`src/rtl/aes_spi_pkg.sv`:
```
// Shared types and frame-length arithmetic for the AES job SPI master.
package aes_spi_pkg;

    typedef enum logic [2:0] {
        IDLE,
        TX,
        WAIT,
        RX,
        DONE
    } state_e;

    localparam int unsigned BLOCK_W = 128;

    // SCLK periods in one job frame: block + key out, turnaround, block back
    function automatic int unsigned frame_bits(input int unsigned nk, input int unsigned wait_bits);
        return BLOCK_W + nk * 32 + wait_bits + BLOCK_W;
    endfunction

endpackage

```
`src/rtl/spi_sclk_gen.sv`:
```
// SCLK generator: toggles sclk every DIV clk cycles while enabled and flags
// the clk cycle in which each rising or falling SCLK edge is registered.
module spi_sclk_gen #(
    parameter int unsigned DIV = 2
) (
    input  logic clk,
    input  logic rst,
    input  logic en,
    output logic sclk,
    output logic rise_tick_c,
    output logic fall_tick_c
);

    localparam int unsigned DIV_W = $clog2(DIV) + 1;

    logic [DIV_W-1:0] div_cnt_q, div_cnt_d;
    logic             sclk_q, sclk_d;
    logic             tick_c;

    // Disabled generator parks low with a cleared divider so a frame starts aligned
    always_comb begin
        div_cnt_d = '0;
        sclk_d    = 1'b0;
        tick_c    = en && (div_cnt_q == DIV_W'(DIV - 1));
        if (en) begin
            div_cnt_d = tick_c ? '0 : div_cnt_q + DIV_W'(1);
            sclk_d    = tick_c ? ~sclk_q : sclk_q;
        end
    end

    always_ff @(posedge clk or posedge rst) begin
        if (rst) begin
            div_cnt_q <= '0;
            sclk_q    <= 1'b0;
        end else begin
            div_cnt_q <= div_cnt_d;
            sclk_q    <= sclk_d;
        end
    end

    assign sclk        = sclk_q;
    assign rise_tick_c = tick_c && !sclk_q;
    assign fall_tick_c = tick_c && sclk_q;

endmodule

```
`src/rtl/aes_spi_master.sv`:
```
// SPI mode-0 master that ships one AES block + key to a selected engine and
// shifts the 128-bit result back, with a start/busy/done host handshake.
module aes_spi_master
    import aes_spi_pkg::*;
#(
    parameter  int unsigned NK        = 4,
    parameter  int unsigned NUM_CS    = 2,
    parameter  int unsigned DIV       = 2,
    parameter  int unsigned WAIT_BITS = 3,
    localparam int unsigned CS_W      = (NUM_CS > 1) ? $clog2(NUM_CS) : 1
) (
    input  logic                 clk,
    input  logic                 rst,
    input  logic                 start,
    input  logic [CS_W-1:0]      sel,
    input  logic [BLOCK_W-1:0]   data_in,
    input  logic [NK*32-1:0]     key,
    output logic                 busy,
    output logic                 done,
    output logic [BLOCK_W-1:0]   data_out,
    output logic                 sclk,
    output logic [NUM_CS-1:0]    cs_n,
    output logic                 mosi,
    input  logic                 miso
);

    localparam int unsigned KEY_W    = NK * 32;
    localparam int unsigned TX_BITS  = BLOCK_W + KEY_W;
    localparam int unsigned RX_START = TX_BITS + WAIT_BITS;
    localparam int unsigned T        = frame_bits(NK, WAIT_BITS);
    localparam int unsigned CNT_W    = $clog2(T + 1);

    if (!(NK == 4 || NK == 6 || NK == 8)) begin : g_bad_nk
        $error("aes_spi_master: NK must be 4, 6 or 8");
    end
    if (DIV < 1) begin : g_bad_div
        $error("aes_spi_master: DIV must be at least 1");
    end
    if (NUM_CS < 1) begin : g_bad_cs
        $error("aes_spi_master: NUM_CS must be at least 1");
    end

    state_e              state_q, state_d;
    logic [TX_BITS-1:0]  tx_q, tx_d;
    logic [BLOCK_W-1:0]  rx_q, rx_d;
    logic [CNT_W-1:0]    bit_cnt_q, bit_cnt_d;
    logic [NUM_CS-1:0]   cs_n_q, cs_n_d;
    logic                busy_q, busy_d;
    logic                done_q, done_d;
    logic [BLOCK_W-1:0]  data_out_q, data_out_d;

    logic                sclk_en_c;
    logic                rise_tick_c;
    logic                fall_tick_c;
    logic                sel_ok_c;

    assign sclk_en_c = (state_q == TX) || (state_q == WAIT) || (state_q == RX);
    assign sel_ok_c  = (32'(sel) < NUM_CS);

    spi_sclk_gen #(
        .DIV (DIV)
    ) u_sclk_gen (
        .clk         (clk),
        .rst         (rst),
        .en          (sclk_en_c),
        .sclk        (sclk),
        .rise_tick_c (rise_tick_c),
        .fall_tick_c (fall_tick_c)
    );

    // Phase changes happen on SCLK falling edges; bit_cnt counts completed periods
    always_comb begin
        state_d    = state_q;
        tx_d       = tx_q;
        rx_d       = rx_q;
        bit_cnt_d  = bit_cnt_q;
        cs_n_d     = cs_n_q;
        done_d     = 1'b0;
        data_out_d = data_out_q;

        case (state_q)
            IDLE: begin
                if (start && sel_ok_c) begin
                    state_d   = TX;
                    tx_d      = {data_in, key};
                    rx_d      = '0;
                    bit_cnt_d = '0;
                    for (int unsigned i = 0; i < NUM_CS; i++) begin
                        cs_n_d[i] = (sel != CS_W'(i));
                    end
                end
            end
            TX, WAIT, RX: begin
                if (rise_tick_c && (state_q == RX)) begin
                    rx_d = {rx_q[BLOCK_W-2:0], miso};
                end
                if (fall_tick_c) begin
                    bit_cnt_d = bit_cnt_q + CNT_W'(1);
                    if (state_q == TX) begin
                        tx_d = tx_q << 1;
                    end
                    if (bit_cnt_d == CNT_W'(T)) begin
                        state_d    = DONE;
                        cs_n_d     = '1;
                        done_d     = 1'b1;
                        data_out_d = rx_q;
                    end else if (bit_cnt_d == CNT_W'(RX_START)) begin
                        state_d = RX;
                    end else if (bit_cnt_d == CNT_W'(TX_BITS)) begin
                        state_d = WAIT;
                    end
                end
            end
            DONE: begin
                state_d   = IDLE;
                bit_cnt_d = '0;
                rx_d      = '0;
            end
            default: begin
                state_d = IDLE;
                cs_n_d  = '1;
            end
        endcase

        busy_d = (state_d != IDLE);
    end

    always_ff @(posedge clk or posedge rst) begin
        if (rst) begin
            state_q    <= IDLE;
            tx_q       <= '0;
            rx_q       <= '0;
            bit_cnt_q  <= '0;
            cs_n_q     <= '1;
            busy_q     <= 1'b0;
            done_q     <= 1'b0;
            data_out_q <= '0;
        end else begin
            state_q    <= state_d;
            tx_q       <= tx_d;
            rx_q       <= rx_d;
            bit_cnt_q  <= bit_cnt_d;
            cs_n_q     <= cs_n_d;
            busy_q     <= busy_d;
            done_q     <= done_d;
            data_out_q <= data_out_d;
        end
    end

    // The TX shifter drains to zero, so mosi is 0 through WAIT, RX and DONE
    assign mosi     = tx_q[TX_BITS-1];
    assign cs_n     = cs_n_q;
    assign busy     = busy_q;
    assign done     = done_q;
    assign data_out = data_out_q;

endmodule

```
`config.mk`:
```
export PLATFORM = sky130hd
export DESIGN_NAME = aes_spi_master
export DESIGN_NICKNAME = d
export VERILOG_FILES = /design/src/rtl/aes_spi_pkg.sv /design/src/rtl/spi_sclk_gen.sv /design/src/rtl/aes_spi_master.sv
export SDC_FILE = /design/constraint.sdc
export NUM_CORES = 1
export LEC_CHECK = 0
export ABC_AREA = 1
export BUFFER_PORTS_ARGS = -buffer_cell sky130_fd_sc_hd__clkbuf_2
export CORE_AREA = 2 2 207 209
export DETAILED_ROUTE_END_ITERATION = 8
export DIE_AREA = 0 0 209 211
export PLACE_DENSITY = 0.79
export SLEW_MARGIN = 5
export SYNTH_ARGS = -nofsm -noshare
export SYNTH_HDL_FRONTEND = slang
export SYNTH_SLANG_ARGS = --single-unit
```
`constraint.sdc`:
```
create_clock -name clk -period 25.9 [get_ports clk]
set_clock_uncertainty 0.2 [all_clocks]
set_input_delay 2.59 -clock clk [delete_from_list [all_inputs] [get_ports clk]]
set_output_delay 2.59 -clock clk [all_outputs]
set_load 0.005 [all_outputs]
```
## Word level (Yosys, flattened, before mapping)

Cells that the tools add are included.

| storage, ports and cells | value |
|---|---|
| register bits | 531 |
| bits in read-only memories | 0 |
| output and inout bits | 134 |
| bits of input ports | 261 |
| memories kept | 0 |
| bits in writable memories | 0 |
| latch bits | 0 |
| word-level logic and storage cells | 73 |

| cells by class | value |
|---|---|
| reductions and logical operators | 17 |
| bitwise logic cells | 3 |
| shifts and indexed selects | 0 |
| magnitude comparators | 0 |
| divide/modulo/power cells | 0 |
| eq/ne operators | 14 |
| multipliers | 0 |
| multiplexer cells | 27 |
| add/sub/neg operators | 2 |

Operator list:

| cell | number |
|---|---|
| $mux W256 | 3 |
| $pmux W256 S2 | 1 |
| $pmux W128 S3 | 1 |
| $mux W128 | 2 |
| $eq A9 B9 Y1 const B | 3 |
| $pmux W9 S3 | 1 |
| $mux W9 | 2 |
| $mux W3 | 5 |
| $ne A2 B2 Y1 const B | 6 |
| $mux W2 | 5 |
| $add A9 B1 Y9 const B | 1 |
| $reduce_and A3 Y1 | 3 |
| $reduce_and A4 Y1 | 2 |
| $eq A3 B2 Y1 const B | 2 |
| $pmux W2 S3 | 1 |
| $pmux W3 S2 | 1 |
| $reduce_bool A3 Y1 | 2 |
| $mux W1 | 5 |
| $logic_and A1 B1 Y1 | 4 |
| $eq A3 B1 Y1 const B | 1 |
| $eq A3 B3 Y1 const B | 1 |
| $logic_not A3 Y1 | 1 |
| $not A1 Y1 | 3 |
| $reduce_or A3 Y1 | 1 |
| 5 further kinds | 6 |

## Depth between registers and ports, before layout

Gate-level depths: netlist (run 1).

| depth | value |
|---|---|
| depth after elaboration | 8 |
| gate-level depth with buffers | 13 |
| depth with buffers taken out | 13 |

## Modules after synthesis

A second synthesis (run 1) with hierarchy kept.

| unflattened totals | value |
|---|---|
| cells, all modules | 2233 |
| area total of the unflattened synthesis | 22625.4 sq um |

Modules (own cells, without submodules):

| module | sequential area each (sq um) | instances | cells each | area an instance (sq um) |
|---|---|---|---|---|
| aes_spi_master | 13215.2 | 1 | 2218 | 22494.1 |
| spi_sclk_gen | 75.1 | 1 | 15 | 131.4 |

## Worst setup path after synthesis (run 1)

Ideal clock, no wire load.

| path | value |
|---|---|
| path kind | input to register |
| start | input port start |
| end | register tx_q[121] |
| buffers on the path | 2 |
| stages | 5 |
| setup slack | 22125 ps |
| library setup time | 131 ps |
| arrival time | 3444 ps |
| required time | 25569 ps |
| cell sequence | o21ai_1 -> nor3_4 -> buf_2 -> clkbuf_1 -> o21ai_0 |

| on the way | value |
|---|---|
| longest elaborated chain between the ends | 2 |

RTL lines:

| element | line | text |
|---|---|---|
| start, declared | aes_spi_master.sv:14 | `input logic start,` |
| $ne A2 B2 Y1 (no line) | n/a |  |
| $reduce_and A4 Y1 (no line) | n/a |  |
| end signal, assigned | aes_spi_master.sv:140 | `tx_q <= tx_d;` |
| end, declared | aes_spi_master.sv:44 | `logic [TX_BITS-1:0] tx_q, tx_d;` |

No other way between the ends.
A chain may end at the register's enable or synchronous reset.

## Worst setup path in the final report (run 1)

| path | value |
|---|---|
| start | input port start |
| end | register tx_q[66] |

Same word-level chain as after synthesis.

==> impl_results.md, run 1 <==
- Die width: 209 µm
- Top cell type by total area after synthesis: dfrtp_1
- Slew at the pin closest to its max-slew limit: 1.180 ns
- Final cycle utilization of the critical path: 0.2417
- # port buffers: 394
- Initial Util: 0.5435
- DR pass1 iterations: 8
- Initial antenna violation count: 9
- Finished Cell Area: 0.02664 mm²
- Worst setup path startpoint: start
- # rows: 75
- Initial DRC count: 1774
- Syn nets: 2770
- RSZ-0062 raised after global routing: false
- Post-route DRC: 0
- Setup crit start kind: primary input
- Peak supply drop: 0.09360 mV
- Crit path kind: primary input to flip-flop
- Status: finished, final reports clean
- Clk_lat worst skew: 0.60 ns
- Yosys reg bits: 531
- Remaining global-route overflow: 0
- Worst Min Path Start: u_sclk_gen.div_cnt_q[0]$_DFF_PP0_
- Core footprint: 0.04176 mm²
- H-tree Lvls: 2
- P_leak: 12.78 nW
- Synthesized area: 0.02269 mm²
- Fin worst setup slack: 19.64 ns
- Vias in the first global route: 17870
- Dpl ws: 19.16 ns
- RePlAce Congestion: 0.8572
- DR vias: 18210
- Via density: 5.390
- Root buffer cell: clkbuf_16
- Rel. slew slack: 0.2136
- CP Capture Type: flip-flop
- DR WL/cell: 15.98 µm
- Data required time at the worst endpoint: 26.20 ns
- Post-synth top area share: 0.5833
- Final worst path period need: 6.260 ns
- F_max: 159.8 MHz
- Post-Route WL: 53970 µm
- Antenna viol nets, final: 0
- Clock buffer depth: 3
- Final Hold Violating Endpoints: 0
- Reg2reg start: state_q[1]$_DFF_PP0_
- Pwr per Cell Area: 105.5 mW/mm²
- Final Setup Violations: 0
- Mapped Cells: 2506
- Post-CTS sizing: 0
- Fin nets: 3054
- Hold Crit Class: flip-flop to flip-flop
- Async set-or-reset flop fraction in the synthesized netlist: 1.000
- Number of CTS-inserted buffers: 54
- Die footprint: 0.04410 mm²
- Top-count cell post-synth: dfrtp_1
- Placed wire-length estimate: 34340 µm
- Post-synth top cells: dfrtp_1, o21ai_0, nand2_1
- Synth Flop Type: dfrtp_1
- Clk sinks: 531
- Hold-fix buffers, CTS: 0
- Setup TNS: 0 ns
- Share of layout cells above drive strength 1: 0.1781
- Crit Path Max Fanout: 123
- Post-CTS setup buffers: 0
- Overall Global Routing Usage: 0.2466
- Max cap viols: 0
- P&R area growth vs syn: 17.40%
- Clock transition at path regs: 0.06 ns
- Sequential area share after synthesis: 0.5856
- Max Slew Vio Count: 0
- EDFF count, synth: 0
- First-pass GRT wire length: 89060 µm
- Crit path arrival time: 6.55 ns
- Largest net degree at the start of global routing: 243
- Syn_area_per_cell: 9.056 µm²
- CTS tree: done
- Synth warn: 0
- Placed instance area: 0.02474 mm²
- Biggest area contributors in the synthesized netlist: dfrtp_1, o21ai_0, o211ai_1
- Post-synth cell types: 26
- Boundary Pins: 395
- Die Y: 211 µm
## power by group
group          total, W  internal (W)  switching [W]  leakage, nW
combinational  0.000876      0.000264       0.000612         4.92
sequential      0.00111       0.00105      0.0000594         6.93
clock          0.000829      0.000502       0.000327        0.924
## metal layers
layer | share of wire | wire length, µm | vias up | track usage
li1 | - | - | 8816 | -
met1 | 0.42 | 22820 | 8661 | 0.3301
met2 | 0.47 | 25350 | 573 | 0.3890
met3 | 0.061 | 3297 | 159 | 0.05085
met4 | 0.046 | 2506 | 0 | 0.1170
met5 | 0 | 0 | - | 0
## layout by cell type (no fill, tap or decap), drive strengths merged
master    netlist  final
o22ai           6      6
dfrtp         529    529
clkbuf        123    470
nand4           1      1
nor3            2      2
clkinv          0      8
xnor2           1      1
nand2         426    426
dfstp           2      2
or3             1      1
inv           406    408
nand3b          1      1
buf            62     19
a32o            1      1
ha              3      3
nand3         143    143
o21a            1      1
o21ai         520    520
o211ai        254    254
nor2           19     19
a21oi           5      5
clkinvlp        0      1
bufinv          0      9
diode           0      9
## logic make-up after synthesis
kind of cell / count (synthesis) / share of synthesized area
AO/OA/AOI/OAI: 787 / 0.2022
AND/OR/NAND/NOR: 593 / 0.1075
buffers and inverters: 591 / 0.1026
flip-flops: 531 / 0.5856
adder cells (fa/ha/maj): 3 / 0.001654
XOR/XNOR: 1 / 0.0003860
## state kept, by name, summed over array words and instances (netlist names)
signal and cells:
u_sclk_gen.sclk 1, u_sclk_gen.div_cnt_q 2, data_out 128, cs_n 2
rx_q 128, done 1, state_q 3, tx_q 256
busy 1, bit_cnt_q 9
## worst paths after layout
path / slack [ns] / cells past startpoint / endpoint
max reg2reg: 19.93 / 13 / tx_q[66]$_DFFE_PP0P_
max: 19.64 / 9 / tx_q[66]$_DFFE_PP0P_
max in group asynchronous: 21.12 / 4 / rx_q[120]$_DFFE_PP0P_
min in group asynchronous: 1.90 / 2 / tx_q[129]$_DFFE_PP0P_
min: 0.25 / 1 / u_sclk_gen.div_cnt_q[0]$_DFF_PP0_
min reg2reg: 0.25 / 1 / u_sclk_gen.div_cnt_q[0]$_DFF_PP0_
## layout make-up
cell class | count | area (µm²)
Antenna cell | 9 | 22.52
Clock buffer | 76 | 1535
Clock inverter | 20 | 350.3
Fill cell | 3303 | 15120
Inverter | 406 | 1531
Multi-Input combinational cell | 1384 | 7099
Sequential cell | 531 | 13290
Tap cell | 539 | 674.4
Timing Repair Buffer | 413 | 2140
## worst max-delay path, stage by stage
cell and delay, ns:
clkbuf_2 0.11, o21ai_1 0.14, nor3_4 0.13, buf_4 0.77, buf_4 0.73, buf_4 0.91
buf_4 0.72, o211ai_1 0.19, o21ai_0 0.15
## metrics by stage
step                utilization  instances  hold WS [ns]  power (W)
floorplan                     -       2506        0.2261   0.001828
global placement         0.5923       3273        0.2402   0.001933
detailed placement       0.5923       3273        0.2443   0.001982
CTS                      0.6375       3369        0.2521   0.002824
global route             0.6380       3377        0.2787   0.003017
finish                   0.6380       3378        0.2549   0.002812
Power figures use the tool's default switching activity.
==> run 2: changes to the inputs <==
--- a/config.mk
+++ b/config.mk
@@ -7,10 +7,10 @@
 export LEC_CHECK = 0
 export ABC_AREA = 1
 export BUFFER_PORTS_ARGS = -buffer_cell sky130_fd_sc_hd__clkbuf_2
-export CORE_AREA = 2 2 207 209
+export CORE_AREA = 2 2 214 216
 export DETAILED_ROUTE_END_ITERATION = 8
-export DIE_AREA = 0 0 209 211
-export PLACE_DENSITY = 0.79
+export DIE_AREA = 0 0 216 218
+export PLACE_DENSITY = 0.77
 export SLEW_MARGIN = 5
 export SYNTH_ARGS = -nofsm -noshare
 export SYNTH_HDL_FRONTEND = slang
==> constraint.sdc (replaced) <==
create_clock -name clk -period 5.1 [get_ports clk]
set_clock_uncertainty 0.2 [all_clocks]
set_input_delay 0.51 -clock clk [delete_from_list [all_inputs] [get_ports clk]]
set_output_delay 0.51 -clock clk [all_outputs]
set_load 0.005 [all_outputs]
==> impl_results.md, run 2 (same netlist as run 1, synthesis figures left out) <==
- RSZ-0062 raised after global routing: false
- Dpl ws: 1.768 ns
- H-tree Lvls: 2
- Biggest register: tx_q
- Boundary Pins: 395
- Fill count: 3251
- Fin worst setup slack: 1.619 ns
- DR pass1 iterations: 6
- Finished Cell Area: 0.02925 mm²
- Placed wire-length estimate: 34640 µm
- Post-Route WL: 63870 µm
- Fin nets: 3309
- Largest net degree at the start of global routing: 267
- Initial DRC count: 2202
- DR WL/cell: 17.26 µm
- CP Capture Type: flip-flop
- First-pass GRT wire length: 103000 µm
- Slew at the pin closest to its max-slew limit: 1.205 ns
- RePlAce Congestion: 0.8772
- Initial Util: 0.5055
- P_leak: 13.83 nW
- Final cycle utilization of the critical path: 0.6825
- Placed instance area: 0.02491 mm²
- Post-CTS setup buffers: 0
- Root buffer cell: clkbuf_16
- DR vias: 20040
- Clk_lat worst skew: 0.62 ns
- Die Y: 218 µm
- Die footprint: 0.04709 mm²
- Final worst path period need: 3.481 ns
- Final cell count without fillers: 3700
- Max cap viols: 0
- Share of layout cells above drive strength 1: 0.1652
- Initial antenna violation count: 10
- P&R area growth vs syn: 28.89%
- Data required time at the worst endpoint: 5.38 ns
- Post-route DRC: 0
- Max Slew Vio Count: 0
- Worst hold slack: 0.03732 ns
- Worst Min Path Start: data_in[106]
- Core footprint: 0.04489 mm²
- Crit path arrival time: 3.76 ns
- Vias in the first global route: 20040
- Reg2reg start: state_q[1]$_DFF_PP0_
- R2r worst-path depth: 10
- Final Setup Violations: 0
- Clock buffer depth: 3
- Rel. slew slack: 0.1967
- Most frequent cells in the layout: dfrtp_1, o21ai_0, nand2_1
- Remaining global-route overflow: 0
- Clk sinks: 531
- F_max: 287.3 MHz
- Clock transition at path regs: 0.07 ns
- Largest register FFs: 256
- # port buffers: 394
- Reg2reg setup slack: 1.62 ns
- CTS tree: done
- Setup crit start kind: flip-flop
- Antenna viol nets, final: 0
- Overall Global Routing Usage: 0.2690
- Hold EP: tx_q[234]$_DFFE_PP0P_
- Total chip power: 0.01464 W
- Placed Cells: 3338
- Post-CTS sizing: 0
- Final Hold Violating Endpoints: 0
- Hold path depth: 3
- Pwr per Cell Area: 500.5 mW/mm²
- Status: finished, final reports clean
- Crit Path Max Fanout: 178
- Hold Crit Class: primary input to flip-flop
- Commonest non-fill, non-tap cell in the layout: dfrtp_1
- R2R Path End: tx_q[124]$_DFFE_PP0P_
- Crit path kind: flip-flop to flip-flop
- Via density: 5.416
- Peak supply drop: 0.4921 mV
- Die width: 216 µm
- # rows: 78
- Number of CTS-inserted buffers: 55
==> run 2: cell count changes in the layout (fill, tap and decap cells not counted), sizes merged <==
cell,delta
clkinv,+6
bufinv,-6
clkbuf,+3
buf,+4
inv,-1
clkinvlp,+1
diode,+4
dlygate4sd3,+250
==> run 2: through the flow <==
stage,setup TNS [ns],utilization
after floorplan,-1496.81,-
after global placement,0,0.5549
after detailed placement,0,0.5549
after CTS,0,0.6508
after global routing,0,0.6514
final,0,0.6516
==> run 2: worst max path at each step <==
stage / start / to / slack, ns / depth (start not counted)
after global placement: state_q[1]$_DFF_PP0_ / tx_q[195]$_DFFE_PP0P_ / 1.88 / 10
after floorplan: rst / bit_cnt_q[0]$_DFFE_PP0P_ / -2.83 / 1
after detailed placement: state_q[1]$_DFF_PP0_ / tx_q[128]$_DFFE_PP0P_ / 1.77 / 10
after CTS: state_q[1]$_DFF_PP0_ / tx_q[124]$_DFFE_PP0P_ / 1.71 / 10
after global routing: state_q[1]$_DFF_PP0_ / tx_q[129]$_DFFE_PP0P_ / 1.43 / 10
final: state_q[1]$_DFF_PP0_ / tx_q[124]$_DFFE_PP0P_ / 1.62 / 10
==> run 2: power breakdown <==
group	switching, W	internal [W]	leakage (nW)	total (W)
clock network	0.00172	0.00230	0.889	0.00402
logic	0.00344	0.00150	6.01	0.00494
registers	0.000357	0.00532	6.93	0.00568
==> run 2: area by class of cell <==
class	instances	area [µm²]	share of cell area
diodes	13	32.53	0.001112
clock buffers	79	1567	0.05355
clock inverters	20	236.5	0.008085
inverters	406	1528	0.05223
multi-input cells	1384	7099	0.2427
flip-flops and latches	531	13290	0.4544
well taps	600	750.7	0.02567
repair buffers	667	4747	0.1623
==> run 2: routing by layer <==
metal,track usage,up-vias,share of wire
met5,0,-,0
met2,0.4459,882,0.48
met4,0.1171,0,0.043
li1,-,9341,-
met3,0.05690,223,0.071
met1,0.3436,9595,0.40
==> run 2: what timing repair did <==
| action | 4_1_cts | 5_1_grt |
|---|---|---|
| hold endpoints to repair | 267 | 0 |
| hold buffers | 250 | 0 |
| setup endpoints to repair | 0 | 0 |
==> run 2: worst max-delay path, cell delays in order (launching register included) <==
cell and delay, ns:
dfrtp_1 0.44, nor2_1 0.30, nor2_4 0.09, buf_4 0.40, nand2_1 0.18, o21ai_1 0.14, nor3_4 0.21, buf_12 0.34
buf_12 0.51, o211ai_1 0.20, o21ai_0 0.20
==> run 3: changes to the inputs <==
==> constraint.sdc (replaced) <==
create_clock -name clk -period 3.08 [get_ports clk]
set_clock_uncertainty 0.2 [all_clocks]
set_input_delay 0.308 -clock clk [delete_from_list [all_inputs] [get_ports clk]]
set_output_delay 0.308 -clock clk [all_outputs]
set_load 0.005 [all_outputs]
==> impl_results.md, run 3 (same netlist as run 1, synthesis figures left out) <==
- Status: finished, final reports clean
- Slew at the pin closest to its max-slew limit: 0.9537 ns
- RePlAce Congestion: 0.8435
- Post-CTS setup buffers: 0
- Fin worst setup slack: 0.2524 ns
- Final Hold Violating Endpoints: 0
- RSZ-0062 raised after global routing: false
- Core footprint: 0.04489 mm²
- Overall Global Routing Usage: 0.2745
- Most frequent cells in the layout: dfrtp_1, o21ai_0, nand2_1
- DR pass1 iterations: 7
- Fill count: 3157
- WP buf/inv: 1
- Initial antenna violation count: 10
- Dpl ws: 0.2962 ns
- Crit path kind: flip-flop to flip-flop
- Crit path arrival time: 3.10 ns
- Finished Cell Area: 0.02984 mm²
- Critical path's largest stage delay: 0.46 ns
- Die width: 216 µm
- CTS tree: done
- Data required time at the worst endpoint: 3.35 ns
- Number of CTS-inserted buffers: 56
- Worst hold slack: 0.08366 ns
- Clk sinks: 531
- Clock transition at path regs: 0.06 ns
- Share of layout cells above drive strength 1: 0.1728
- Rel. slew slack: 0.3642
- Hold Crit Class: primary input to asynchronous set/reset pin
- R2r worst-path depth: 9
- Slowest CP cell: dfrtp_1
- Die Y: 218 µm
- Pwr per Cell Area: 844.3 mW/mm²
- DR vias: 20390
- Crit Path Max Fanout: 128
- Fin nets: 3339
- F_max: 353.7 MHz
- Largest register FFs: 256
- Peak supply drop: 0.6114 mV
- Post-route DRC: 0
- Vias in the first global route: 20470
- Reg2reg setup slack: 0.25 ns
- H-tree Lvls: 2
- Final design utilization: 0.6647
- Placed wire-length estimate: 36460 µm
- Max cap viols: 0
- Largest net degree at the start of global routing: 232
- CP Capture Type: flip-flop
- Antenna viol nets, final: 0
- Crit path max-delay family: simple AND/OR/NAND/NOR gates
- Clk_lat worst skew: 0.62 ns
- Max Slew Vio Count: 0
- Biggest register: tx_q
- P_leak: 14.11 nW
- Clock buffer depth: 3
- R2R Path End: data_out[47]$_DFFE_PP0P_
- DR WL/cell: 17.53 µm
- Commonest non-fill, non-tap cell in the layout: dfrtp_1
- Final Setup Violations: 0
- Boundary Pins: 395
- # port buffers: 394
- First-pass GRT wire length: 104600 µm
- Placed instance area: 0.02522 mm²
- Die footprint: 0.04709 mm²
- Final cycle utilization of the critical path: 0.9181
- Reg2reg start: bit_cnt_q[1]$_DFFE_PP0P_
- P&R area growth vs syn: 31.49%
- Via density: 5.470
- Root buffer cell: clkbuf_16
- # rows: 78
- Post-Route WL: 65350 µm
- Worst-path cell chain: ha_1, nand2_1, o21ai_0, nand3_1, nor2_1, nand3_4, buf_12, nand2_1, o21ai_0
- Initial DRC count: 2282
- Total chip power: 0.02520 W
- Setup crit start kind: flip-flop
- Final worst path period need: 2.828 ns
- Remaining global-route overflow: 0
- Initial Util: 0.5055
[run 3: stage by stage]
| stage | TNS [ns] | std cells |
|---|---|---|
| 5_1_grt | 0 | 3728 |
| 4_1_cts | 0 | 3719 |
| 3_3_place_gp | 0 | 3357 |
| 6_report | 0 | 3728 |
| 2_1_floorplan | -2462.16 | 2506 |
| 3_5_place_dp | 0 | 3357 |
[run 3: layout make-up]
| type | instances | area [µm²] | share of cell area |
|---|---|---|---|
| clock buffer | 75 | 1593 | 0.05338 |
| sequential | 531 | 13290 | 0.4454 |
| tap | 600 | 750.7 | 0.02516 |
| multi-input combinational | 1384 | 7099 | 0.2379 |
| timing repair buffer | 696 | 5152 | 0.1727 |
| antenna | 9 | 22.52 | 0.0007547 |
| clock inverter | 27 | 405.4 | 0.01358 |
| inverter | 406 | 1528 | 0.05120 |
[run 3: metal layers]
layer / global-route usage / wire, µm / vias up
li1: - / - / 9389
met1: 0.3404 / 25750 / 9775
met5: 0 / 13 / -
met2: 0.4622 / 32080 / 965
met3: 0.05635 / 4492 / 260
met4: 0.1315 / 3014 / 2
[run 3: worst register-to-register path: stages (launching register included)]
cell and delay [ns]:
dfrtp_1 0.46, ha_1 0.25, nand2_1 0.08, o21ai_0 0.33
nand3_1 0.12, nor2_1 0.29, nand3_4 0.35, buf_12 0.35
nand2_1 0.19, o21ai_0 0.09
[run 3: power by group]
group	leakage [nW]	internal (W)	switching, W	total [W]
combinational	6.20	0.00271	0.00580	0.00852
clock	0.978	0.00432	0.00293	0.00726
sequential	6.93	0.00881	0.000610	0.00942
total	14.1	0.0158	0.00935	0.0252
[run 3: repair_timing]
item / 4_1_cts / 5_1_grt
resized for setup: 0 / 0
hold buffers: 260 / 0
endpoints found under the hold margin: 397 / 0
[run 3: how the worst max path moves through the flow]
stage	startpoint	cells past startpoint	endpoint	slack, ns
after detailed placement	bit_cnt_q[1]$_DFFE_PP0P_	9	data_out[67]$_DFFE_PP0P_	0.30
after global placement	bit_cnt_q[1]$_DFFE_PP0P_	11	data_out[66]$_DFFE_PP0P_	0.49
after global routing	bit_cnt_q[1]$_DFFE_PP0P_	9	data_out[52]$_DFFE_PP0P_	0.04
after CTS	bit_cnt_q[1]$_DFFE_PP0P_	9	data_out[47]$_DFFE_PP0P_	0.32
final	bit_cnt_q[1]$_DFFE_PP0P_	9	data_out[47]$_DFFE_PP0P_	0.25
after floorplan	rst	1	bit_cnt_q[0]$_DFFE_PP0P_	-4.64
